==> config.mk <==
export PLATFORM = sky130hd
export DESIGN_NAME = tlul_host_adapter
export DESIGN_NICKNAME = d
export VERILOG_FILES = /design/src/rtl/tlul_host_adapter_pkg.sv /design/src/rtl/tlul_a_encode.sv /design/src/rtl/tlul_host_adapter.sv
export SDC_FILE = /design/constraint.sdc
export NUM_CORES = 1
export LEC_CHECK = 0
export ABC_AREA = 1
export ABC_CLOCK_PERIOD_IN_PS = 1800
export BUFFER_PORTS_ARGS = -buffer_cell sky130_fd_sc_hd__buf_2
export CORE_ASPECT_RATIO = 1.2
export CORE_MARGIN = 8
export CORE_UTILIZATION = 44
export DETAILED_ROUTE_END_ITERATION = 6
export PLACE_DENSITY = 0.76
export SYNTH_ARGS = -nofsm -noshare
export SYNTH_HDL_FRONTEND = slang
export SYNTH_HIERARCHICAL = 1
export SYNTH_SLANG_ARGS = --single-unit
==> constraint.sdc <==
create_clock -name clk -period 1.8 [get_ports clk]
set_input_delay 0.18 -clock clk [delete_from_list [all_inputs] [get_ports clk]]
set_output_delay 0.18 -clock clk [all_outputs]
set_load 0.02 [all_outputs]
==> src/rtl/tlul_host_adapter_pkg.sv <==
// Shared TL-UL constants and lane-mask helpers used by TL-UL masters.
package tlul_host_adapter_pkg;

    // Channel A opcodes
    localparam logic [2:0] TlGet            = 3'd4;
    localparam logic [2:0] TlPutFullData    = 3'd0;
    localparam logic [2:0] TlPutPartialData = 3'd1;

    // Channel D opcodes
    localparam logic [2:0] TlAccessAck      = 3'd0;
    localparam logic [2:0] TlAccessAckData  = 3'd1;

    // Params are always zero for TL-UL
    localparam logic [2:0] TlAParamNone     = 3'd0;
    localparam logic [1:0] TlDParamNone     = 2'd0;

    // Byte lanes covered by a naturally aligned access of 2^size bytes.
    function automatic logic [3:0] aligned_mask(input logic [1:0] size,
                                                input logic [1:0] lsb);
        case (size)
            2'd0:    return 4'b0001 << lsb;
            2'd1:    return 4'b0011 << {lsb[1], 1'b0};
            2'd2:    return 4'b1111;
            default: return 4'b0000;
        endcase
    endfunction

    // Size 3 is never legal on a 32-bit bus.
    function automatic logic misaligned(input logic [1:0] size,
                                        input logic [1:0] lsb);
        case (size)
            2'd0:    return 1'b0;
            2'd1:    return lsb[0];
            2'd2:    return |lsb;
            default: return 1'b1;
        endcase
    endfunction

endpackage

==> src/rtl/tlul_a_encode.sv <==
// Combinational channel A encoder: opcode, byte mask and legality of a CPU request.
module tlul_a_encode
    import tlul_host_adapter_pkg::*;
(
    input  logic       we,
    input  logic [1:0] addr_lsb,
    input  logic [1:0] size,
    input  logic [3:0] wmask,
    output logic [2:0] opcode,
    output logic [3:0] mask,
    output logic       illegal
);

    logic [3:0] full_mask;

    // Reads use the whole aligned lane set; writes narrow to PutPartialData
    // whenever the CPU mask does not cover exactly the aligned lanes.
    always_comb begin
        full_mask = aligned_mask(size, addr_lsb);
        illegal   = misaligned(size, addr_lsb);
        opcode    = TlGet;
        mask      = full_mask;
        if (we) begin
            if (wmask == full_mask) begin
                opcode = TlPutFullData;
                mask   = full_mask;
            end else begin
                opcode = TlPutPartialData;
                mask   = wmask & full_mask;
            end
        end
    end

endmodule

==> src/rtl/tlul_host_adapter.sv <==
// Single-outstanding CPU load/store to TL-UL host bridge with a channel D watchdog.
module tlul_host_adapter
    import tlul_host_adapter_pkg::*;
#(
    parameter logic        SOURCE_ID      = 1'b0,
    parameter int unsigned TIMEOUT_CYCLES = 255
) (
    input  logic        clk,
    input  logic        rst,
    input  logic        req_valid,
    output logic        req_ready,
    input  logic        req_we,
    input  logic [31:0] req_addr,
    input  logic [1:0]  req_size,
    input  logic [31:0] req_wdata,
    input  logic [3:0]  req_wmask,
    output logic        rsp_valid,
    output logic [31:0] rsp_rdata,
    output logic        rsp_err,
    output logic [2:0]  tl_a_opcode,
    output logic [2:0]  tl_a_param,
    output logic [2:0]  tl_a_size,
    output logic        tl_a_source,
    output logic [31:0] tl_a_address,
    output logic [3:0]  tl_a_mask,
    output logic [31:0] tl_a_data,
    output logic        tl_a_corrupt,
    output logic        tl_a_valid,
    input  logic        tl_a_ready,
    input  logic [2:0]  tl_d_opcode,
    input  logic [1:0]  tl_d_param,
    input  logic [2:0]  tl_d_size,
    input  logic        tl_d_source,
    input  logic        tl_d_sink,
    input  logic        tl_d_denied,
    input  logic        tl_d_corrupt,
    input  logic [31:0] tl_d_data,
    input  logic        tl_d_valid,
    output logic        tl_d_ready
);

    localparam int unsigned WdW = $clog2(TIMEOUT_CYCLES + 1);

    typedef enum logic [1:0] {StIdle, StASend, StDWait, StResp} state_e;

    state_e         state_q, state_d;
    logic [2:0]     a_opcode_q, a_opcode_d;
    logic [2:0]     a_size_q, a_size_d;
    logic [31:0]    a_address_q, a_address_d;
    logic [3:0]     a_mask_q, a_mask_d;
    logic [31:0]    a_data_q, a_data_d;
    logic [WdW-1:0] wd_q, wd_d;
    logic           err_q, err_d;
    logic [31:0]    rdata_q, rdata_d;

    logic [2:0]     enc_opcode;
    logic [3:0]     enc_mask;
    logic           enc_illegal;
    logic [2:0]     exp_d_opcode;
    logic           d_bad;
    logic           unused_sink;

    assign unused_sink = tl_d_sink;

    tlul_a_encode u_a_encode (
        .we       (req_we),
        .addr_lsb (req_addr[1:0]),
        .size     (req_size),
        .wmask    (req_wmask),
        .opcode   (enc_opcode),
        .mask     (enc_mask),
        .illegal  (enc_illegal)
    );

    assign tl_a_opcode  = a_opcode_q;
    assign tl_a_param   = TlAParamNone;
    assign tl_a_size    = a_size_q;
    assign tl_a_source  = SOURCE_ID;
    assign tl_a_address = a_address_q;
    assign tl_a_mask    = a_mask_q;
    assign tl_a_data    = a_data_q;
    assign tl_a_corrupt = 1'b0;
    assign rsp_rdata    = rdata_q;
    assign rsp_err      = err_q;

    // Validate the channel D beat against the outstanding request.
    always_comb begin
        exp_d_opcode = (a_opcode_q == TlGet) ? TlAccessAckData : TlAccessAck;
        d_bad = (tl_d_opcode != exp_d_opcode) || (tl_d_param != TlDParamNone) ||
                (tl_d_size != a_size_q) || (tl_d_source != SOURCE_ID) ||
                tl_d_denied || tl_d_corrupt;
    end

    // Next-state, datapath capture and handshake outputs.
    always_comb begin
        state_d     = state_q;
        a_opcode_d  = a_opcode_q;
        a_size_d    = a_size_q;
        a_address_d = a_address_q;
        a_mask_d    = a_mask_q;
        a_data_d    = a_data_q;
        wd_d        = wd_q;
        err_d       = err_q;
        rdata_d     = rdata_q;
        req_ready   = 1'b0;
        tl_a_valid  = 1'b0;
        tl_d_ready  = 1'b0;
        rsp_valid   = 1'b0;

        unique case (state_q)
            StIdle: begin
                req_ready  = 1'b1;
                // Stray or late D beats are accepted and dropped here.
                tl_d_ready = 1'b1;
                if (req_valid) begin
                    err_d   = 1'b0;
                    rdata_d = '0;
                    if (enc_illegal) begin
                        err_d   = 1'b1;
                        state_d = StResp;
                    end else begin
                        a_opcode_d  = enc_opcode;
                        a_size_d    = {1'b0, req_size};
                        a_address_d = req_addr;
                        a_mask_d    = enc_mask;
                        a_data_d    = req_wdata;
                        state_d     = StASend;
                    end
                end
            end
            StASend: begin
                tl_a_valid = 1'b1;
                tl_d_ready = 1'b1;
                if (tl_a_ready) begin
                    if (tl_d_valid) begin
                        err_d   = d_bad;
                        rdata_d = tl_d_data;
                        state_d = StResp;
                    end else begin
                        wd_d    = '0;
                        state_d = StDWait;
                    end
                end
            end
            StDWait: begin
                tl_d_ready = 1'b1;
                wd_d       = wd_q + WdW'(1);
                // A real response wins over a coincident timeout.
                if (tl_d_valid) begin
                    err_d   = d_bad;
                    rdata_d = tl_d_data;
                    state_d = StResp;
                end else if (wd_q == WdW'(TIMEOUT_CYCLES - 1)) begin
                    err_d   = 1'b1;
                    rdata_d = '0;
                    state_d = StResp;
                end
            end
            StResp: begin
                rsp_valid = 1'b1;
                state_d   = StIdle;
            end
            default: state_d = StIdle;
        endcase

        if (!rst) begin
            req_ready  = 1'b0;
            tl_d_ready = 1'b0;
        end
    end

    // State and datapath registers with synchronous active-low reset.
    always_ff @(posedge clk) begin
        if (!rst) begin
            state_q     <= StIdle;
            a_opcode_q  <= '0;
            a_size_q    <= '0;
            a_address_q <= '0;
            a_mask_q    <= '0;
            a_data_q    <= '0;
            wd_q        <= '0;
            err_q       <= 1'b0;
            rdata_q     <= '0;
        end else begin
            state_q     <= state_d;
            a_opcode_q  <= a_opcode_d;
            a_size_q    <= a_size_d;
            a_address_q <= a_address_d;
            a_mask_q    <= a_mask_d;
            a_data_q    <= a_data_d;
            wd_q        <= wd_d;
            err_q       <= err_d;
            rdata_q     <= rdata_d;
        end
    end

endmodule

-- Word-level counts from Yosys, hierarchy flattened
Index checks and enable logic that the tools add are counted.
W data, S select, Z words.
- bitwise logic cells: 2
- $add $sub $neg: 1
- mux-type cells: 36
- shift-type cells: 2
- reduce and logical (&&, ||, !) cells: 16
- equal/unequal tests: 15
- operator list (cell ; count):
    $mux W32 ; 5
    $pmux W32 S3 ; 1
    $mux W8 ; 2
    $pmux W8 S2 ; 1
    $mux W1 ; 15
    $pmux W4 S3 ; 1
    $mux W2 ; 5
    $reduce_and A3 Y1 ; 3
    $add A8 B1 Y8 const B ; 1
    $eq A8 B8 Y1 const B ; 1
    $mux W4 ; 2
    $ne A2 B2 Y1 const B ; 4
    $pmux W2 S4 ; 1
    $eq A2 B2 Y1 const B ; 3
    $pmux W1 S3 ; 2
    $logic_or A1 B1 Y1 ; 5
    $reduce_and A5 Y1 ; 1
    $and A4 B4 Y4 ; 1
    $eq A2 B1 Y1 const B ; 2
    $eq A4 B4 Y1 ; 1
    $logic_not A2 Y1 ; 2
    $reduce_bool A2 Y1 ; 2
    $shl A1 B2 Y4 const A ; 1
    $shl A2 B2 Y4 const A ; 1
    9 further kinds ; 9
- logic and storage cells: 81
- bits in registers: 116
- bits of input ports: 120

-- Longest topological paths before layout
Gate-level depths: netlist of run 1.
- word-level depth: 11
- gate-level depth with buffers: 12
- mapped depth without buffers: 12

-- By module
Netlist of run 1, hierarchy kept.
- modules (own cells, without submodules) (module ; instances ; cells each ; area each (um2) ; sequential area each (um2)):
    tlul_host_adapter ; 1 ; 657 ; 4996.0 ; 2322.2
    tlul_a_encode ; 1 ; 42 ; 230.2 ; 0.0

-- Worst setup path before layout of run 1
No wires, ideal clock.
- path kind: register -> register
- from: register state_q[1]
- to: register rdata_q[21], in the netlist rsp_rdata[21]
- library setup time: 0.066 ns
- buffers on the path: 1
- path slack: 0.156 ns
- stages on the path, launching flop included: 10
- data arrival time: 1.578 ns
- cell sequence: dfxtp_1 -> inv_1 -> ha_1 -> inv_1 -> nand2_2 -> o211ai_4 -> dlymetal6s2s_1 -> nor2_1 -> nand2_2 -> a21oi_2
- word-level cells in the longest chain between the ends: 3
- RTL lines (what ; line ; text):
    from (decl) ; tlul_host_adapter.sv:46 ; state_e state_q, state_d;
    from (signal assigned) ; tlul_host_adapter.sv:175 ; state_q <= StIdle;
    from (signal assigned) ; tlul_host_adapter.sv:185 ; state_q <= state_d;
    $eq A2 B2 Y1, or another cell as far along ; tlul_host_adapter.sv:110 ; unique case (state_q)
    $ne A3 B3 Y1 (no source line), or another cell as far along ; -- ;
    $reduce_and A5 Y1 (no source line) ; -- ;
    to (signal assigned) ; tlul_host_adapter.sv:193 ; rdata_q <= rdata_d;
    to (decl) ; tlul_host_adapter.sv:54 ; logic [31:0] rdata_q, rdata_d;
Several ways; a longest one is shown, not always the timed one.
A chain may end at the register's enable or synchronous reset.

-- Worst setup path after layout of run 1
- from: register state_q[0]
- to: register rdata_q[31], in the netlist rsp_rdata[31]
Same word-level chain as after synthesis.

==> metrics.txt, run 1 <==
number of CTS-inserted buffers 17; Finished Layout Cells 1091; fin. max-slew vios 0; Post-synth EDFFs 0; peak fanout along the critical path 32; grt ovf 0; Synth cell types 39; CP startpoint state_q[0]; clk slew on worst S/H paths ~0.05 ns; Yosys top cell area share 0.4443; Tot Pwr between 9000 and 10000 uW; post-synth design cell area ~5200 sq um; root buf cell clkbuf_16; min Tclk post-route 1.686 ns; Rows 43; clock skew 0.005256 ns; fin crit share 0.9364; worst vdd ir around 0.72 mV; global-route wire length before repair ~23000 um; fmax 593.3 MHz; Final Worst Setup Slack around 0.11 ns; vias in the first global route 4761; Util after Layout 0.6114; reg2reg start state_q[0]; sequential share of the synthesized area 0.4443; 1st-iter DRT viols 344; Max Cap Viol 0; final WL 14890 um; Setup WS pre-CTS 0.07578 ns; CTS tree done; Nets around 1100; buffers added on ports 228; hold crit path type in2reg; min-delay src req_addr[5]; share of layout cells above drive strength 1 0.3876; CP Data Arrival Time 1.96 ns; Synth Flop Type dfxtp_1; Bufs and invs on worst path 4; count leader, synth nor2_1; drt pass-1 iters 6; CTS sink cnt 116; via count 4969; Worst Path Required 2.07 ns; critical path type reg2reg; H-tree levels 4; crit-path cells inv_1 > ha_2 > inv_1 > o21ai_1 > inv_2 > nand3_4 > clkinv_8 > nand2_1 > a21oi_1; Post-CTS Setup Inserts 0; core area 11570 sq um; initial antenna violation count 4; crit-path leading delay family buffers and inverters; synth warn 6; P_leak between 0.003 and 0.004 uW; hpwl dp ~11000 um; PwrDens 1397 nW/um^2; final setup fails 0; Slowest-stage cell, CP dfxtp_1; post-synth top area cell dfxtp_1; Min Hold Slack 0.02209 ns; P&R area growth vs syn 35.31%; max incr delay on CP 0.34 ns; # IOs approximately 240; Post-Place Cells 1060; post-route ant nets 0; starting density of the core 0.4518; Cells after Synth 699; # DRC 0; Die Span X 115.5 um; status finished clean; cells taking the most area after synthesis dfxtp_1 44%, nor2_1 14%, o21ai_0 7.4%; Vias/cell ~4.6; share of flip-flops with an asynchronous set or reset 0; number of synthesized register bits 116; CP endpoint kind flip-flop; Die ar. 15640 sq um; CTS max path bufs 2; Worst setup SP type flip-flop; final hold vios 0; die extent in y 135.4 um; latest clock arrival within the worst-skew pair around 0.40 ns; Total GRT Usage 0.1861; routability cong. 0.8152; Mapped Avg Cell Area 7.477 sq um; routed len/inst 13.65 um; Antenna diodes 0; most common library cells after synthesis 197 x nor2_1, 116 x dfxtp_1, 78 x nand2_1; cell mode on critical path inv_1; pin count of the biggest net entering global routing 74
==> path summary, 6_finish.rpt <==
kind,end,slack (ns),cells after the start
setup / recovery,rsp_rdata[31],0.11,9
hold / removal,tl_a_address[5],0.02,3
setup reg to reg,rsp_rdata[31],0.11,9
hold reg to reg,rsp_rdata[0],0.47,2
==> cell type report <==
cell class	instances	area (sq um)
multi-input cells	485	2416
inverters	61	241.5
fillers	1086	4496
flip-flops and latches	116	2322
clock buffers	22	484.2
clock inverters	9	102.6
well taps	157	196.4
repair buffers	241	1309
==> flip-flops by register name, summed over array words and instances (netlist names) <==
signal,count
tl_a_mask,4
tl_a_opcode,3
tl_a_size,2
tl_a_address,32
wd_q,8
state_q,2
rsp_err,1
tl_a_data,32
rsp_rdata,32
==> worst min-delay path: stages <==
cell,delay (ns)
buf_2,0.07
o21ai_0,0.07
nor2_1,0.07
==> per-stage QoR <==
stage / cell area (sq um) / TNS, ns
2_1_floorplan: 5245 / 0
3_3_place_gp: 6465 / 0
3_5_place_dp: 6465 / 0
4_1_cts: 7052 / 0
5_1_grt: 7072 / -0.01798
6_report: 7072 / 0
==> kinds of logic after synthesis <==
logic type / count (synthesis) / synth area share
other cells: 2 / 0.001437
buf+inv: 103 / 0.09887
fa+ha+maj: 10 / 0.02394
flops: 116 / 0.4443
compound gates: 127 / 0.1487
simple gates: 340 / 0.2811
xor+xnor: 1 / 0.001676
==> repair_timing <==
| action | CTS | global route |
|---|---|---|
| endpoints found under the hold margin | 0 | 0 |
| hold buffers | 0 | 0 |
| gates resized for setup | 0 | 6 |
| setup endpoints to repair | 0 | 33 |
==> power by group <==
part | switching, uW | internal, uW
Sequential | 197 | 2950
Combinational | 2290 | 1130
Clock | 1150 | 2160
==> cells in the final DEF (no fill, tap or decap), types with 5 or more instances in the layout <==
master	count
ha_1	8
buf_12	5
nand3_1	9
buf_2	228
a21oi_1	11
nand2_2	41
inv_2	6
inv_1	53
nor2_1	197
conb_1	7
o21ai_0	77
clkbuf_16	17
buf_4	6
dfxtp_1	116
nand2_1	78
a21oi_2	30
==> layer usage <==
metal  track usage  vias up  part of all wire
li1              -     2609                 -
met5             0        -            0.0034
met4       0.06511        8             0.013
met3       0.08252       25             0.094
met2        0.3136      159              0.49
met1        0.2022     2168              0.40
Note: power is estimated with default switching activity, not from simulation.
==> run 2, diff against run 1 <==
CORE_MARGIN = 2   (was 8)
GPL_TIMING_DRIVEN = 0   (was unset)
==> metrics.txt, run 2 (same netlist as run 1, synthesis figures left out) <==
Post-CTS Setup Inserts 0 (unchanged); fmax 603.4 MHz (was 593.3 MHz); Slew HR 0.5766; setup_tns 0 ns (unchanged); max incr delay on CP 0.33 ns (was 0.34 ns); 1st-iter DRT viols 120 (was 344); CTS max path bufs 2 (unchanged); final setup fails 0 (unchanged); initial antenna violation count 1 (was 4); PwrDens 1370 nW/um^2 (was 1397 nW/um^2); CP endpoint kind flip-flop (unchanged); hpwl dp 10380 um (was 10900 um); CTS tree done (unchanged); Post-Place Cells 1089 (was 1060); min Tclk post-route 1.657 ns (was 1.686 ns); Total GRT Usage 0.2085 (was 0.1861); fin. max-slew vios 0 (unchanged); # DRC 0 (unchanged); vias in the first global route 4411 (was 4761); die extent in y 123.4 um (was 135.4 um); number of CTS-inserted buffers 17 (unchanged); critical path type reg2reg (unchanged); Nets 1081 (was 1052); Bufs and invs on worst path 3 (was 4); pin count of the biggest net entering global routing 17 (was 74); commonest non-fill, non-tap cells in the layout 230 x buf_2, 197 x nor2_1, 114 x dfxtp_1, 78 x nand2_1, 74 x o21ai_0 (was 228 x buf_2, 197 x nor2_1, 116 x dfxtp_1, 78 x nand2_1, 77 x o21ai_0); Worst Path Required 2.15 ns (was 2.07 ns); grt ovf 0 (unchanged); via count 5024 (was 4969); root buf cell clkbuf_16 (unchanged); drt pass-1 iters 4 (was 6); clock skew 0.007424 ns (was 0.005256 ns); buffers added on ports 228 (unchanged); routability cong. 0.8510 (was 0.8152); Util after Layout 0.6198 (was 0.6114); core area 11570 sq um (unchanged); fin crit share 0.9208 (was 0.9364); P&R area growth vs syn 37.18% (was 35.31%); global-route wire length before repair 20720 um (was 23180 um); RSZ-0062 raised after global routing true; final WL 13750 um (was 14890 um); starting density of the core 0.4518 (unchanged); Die ar. 12770 sq um (was 15640 sq um); Die Span X 103.5 um (was 115.5 um); worst vdd ir 0.6037 mV (was 0.7215 mV); Worst Tran Pin Value 0.6350 ns; Slowest-stage cell, CP dfxtp_2 (was dfxtp_1); Fillers 1091 (was 1086); share of layout cells above drive strength 1 0.3994 (was 0.3876); routed len/inst 12.26 um (was 13.65 um); post-route ant nets 0 (unchanged); Layout Cell Area excl Fill 7169 sq um (was 7072 sq um); H-tree levels 4 (unchanged); crit-path cells inv_1 > ha_2 > nand2_1 > o21ai_1 > inv_2 > nand3_4 > buf_4 > nand2_1 > a21oi_2 (was inv_1 > ha_2 > inv_1 > o21ai_1 > inv_2 > nand3_4 > clkinv_8 > nand2_1 > a21oi_1); commonest non-fill, non-tap cell in the layout buf_2 (unchanged); hold crit path type in2reg (unchanged); Rows 43 (unchanged); Min Hold Slack 0.004418 ns (was 0.02209 ns); crit-path leading delay family buffers and inverters (unchanged); dpl cell area 6583 sq um (was 6465 sq um); Worst setup SP type flip-flop (unchanged); P_leak 0.003506 uW (was 0.003446 uW); CTS sink cnt 116 (unchanged); peak fanout along the critical path 10 (was 32); Max Cap Viol 0 (unchanged); final hold vios 0 (unchanged); cell mode on critical path nand2_1 (was inv_1); Finished Layout Cells 1122 (was 1091); clk slew on worst S/H paths 0.06 ns (was 0.05 ns); CP Data Arrival Time 2.00 ns (was 1.96 ns); # IOs 236 (unchanged); latest clock arrival within the worst-skew pair 0.41 ns (was 0.40 ns); status finished clean (unchanged); Vias/cell 4.478 (was 4.555)
## run 2: per-layer routing
metal,track usage,up-vias,share of wire
li1,-,2672,-
met1,0.2409,2179,0.42
met2,0.3532,157,0.49
met3,0.07744,16,0.077
met4,0.06826,0,0.015
met5,0,-,0
## run 2: timing repair
item	in CTS	in global routing
endpoints found under the setup margin	28	104
hold buffers	0	0
hold endpoints to repair	0	0
resized for setup	7	30
## run 2: through the flow
stage	total power [uW]	worst slack (ns)
after floorplan	5789	0.1557
after global placement	6734	-0.08296
after detailed placement	6766	-0.09626
after CTS	9860	0.001084
after global routing	10420	-0.01945
final	9819	0.1426
## run 2: cell type report
cell class	count	area, sq um	area share
clock inverters	14	107.6	0.01501
plain buffers	42	302.8	0.04223
well taps	157	196.4	0.02740
flip-flops and latches	116	2325	0.3243
clock buffers	18	439.2	0.06126
repair buffers	228	1141	0.1592
inverters	61	234.0	0.03264
diodes	1	2.502	0.0003490
multi-input cells	485	2421	0.3377
## run 2: worst paths after layout
| check | start | endpoint | slack, ns | depth (start not counted) |
|---|---|---|---|---|
| worst max-delay path | state_q[1] | rsp_rdata[17] | 0.14 | 9 |
| worst min-delay path | req_wdata[25] | tl_a_data[25] | 0.004 | 3 |
| worst max register to register | state_q[1] | rsp_rdata[17] | 0.14 | 9 |
| worst min register to register | tl_a_data[23] | tl_a_data[23] | 0.47 | 2 |
## run 2: worst register-to-register path, stage by stage, from the launching register on
cell     delay, ns
dfxtp_2       0.33
inv_1         0.09
ha_2          0.27
nand2_1       0.12
o21ai_1       0.12
inv_2         0.08
nand3_4       0.16
buf_4         0.20
nand2_1       0.08
a21oi_2       0.14
## run 2: where the power goes
group | internal, uW | leakage (uW) | switching (uW) | total, uW
Clock | 1800 | 0.000251 | 1260 | 3060
Combinational | 1320 | 0.00231 | 2290 | 3610
Sequential | 2950 | 0.000946 | 197 | 3150
Total | 6070 | 0.00351 | 3750 | 9820
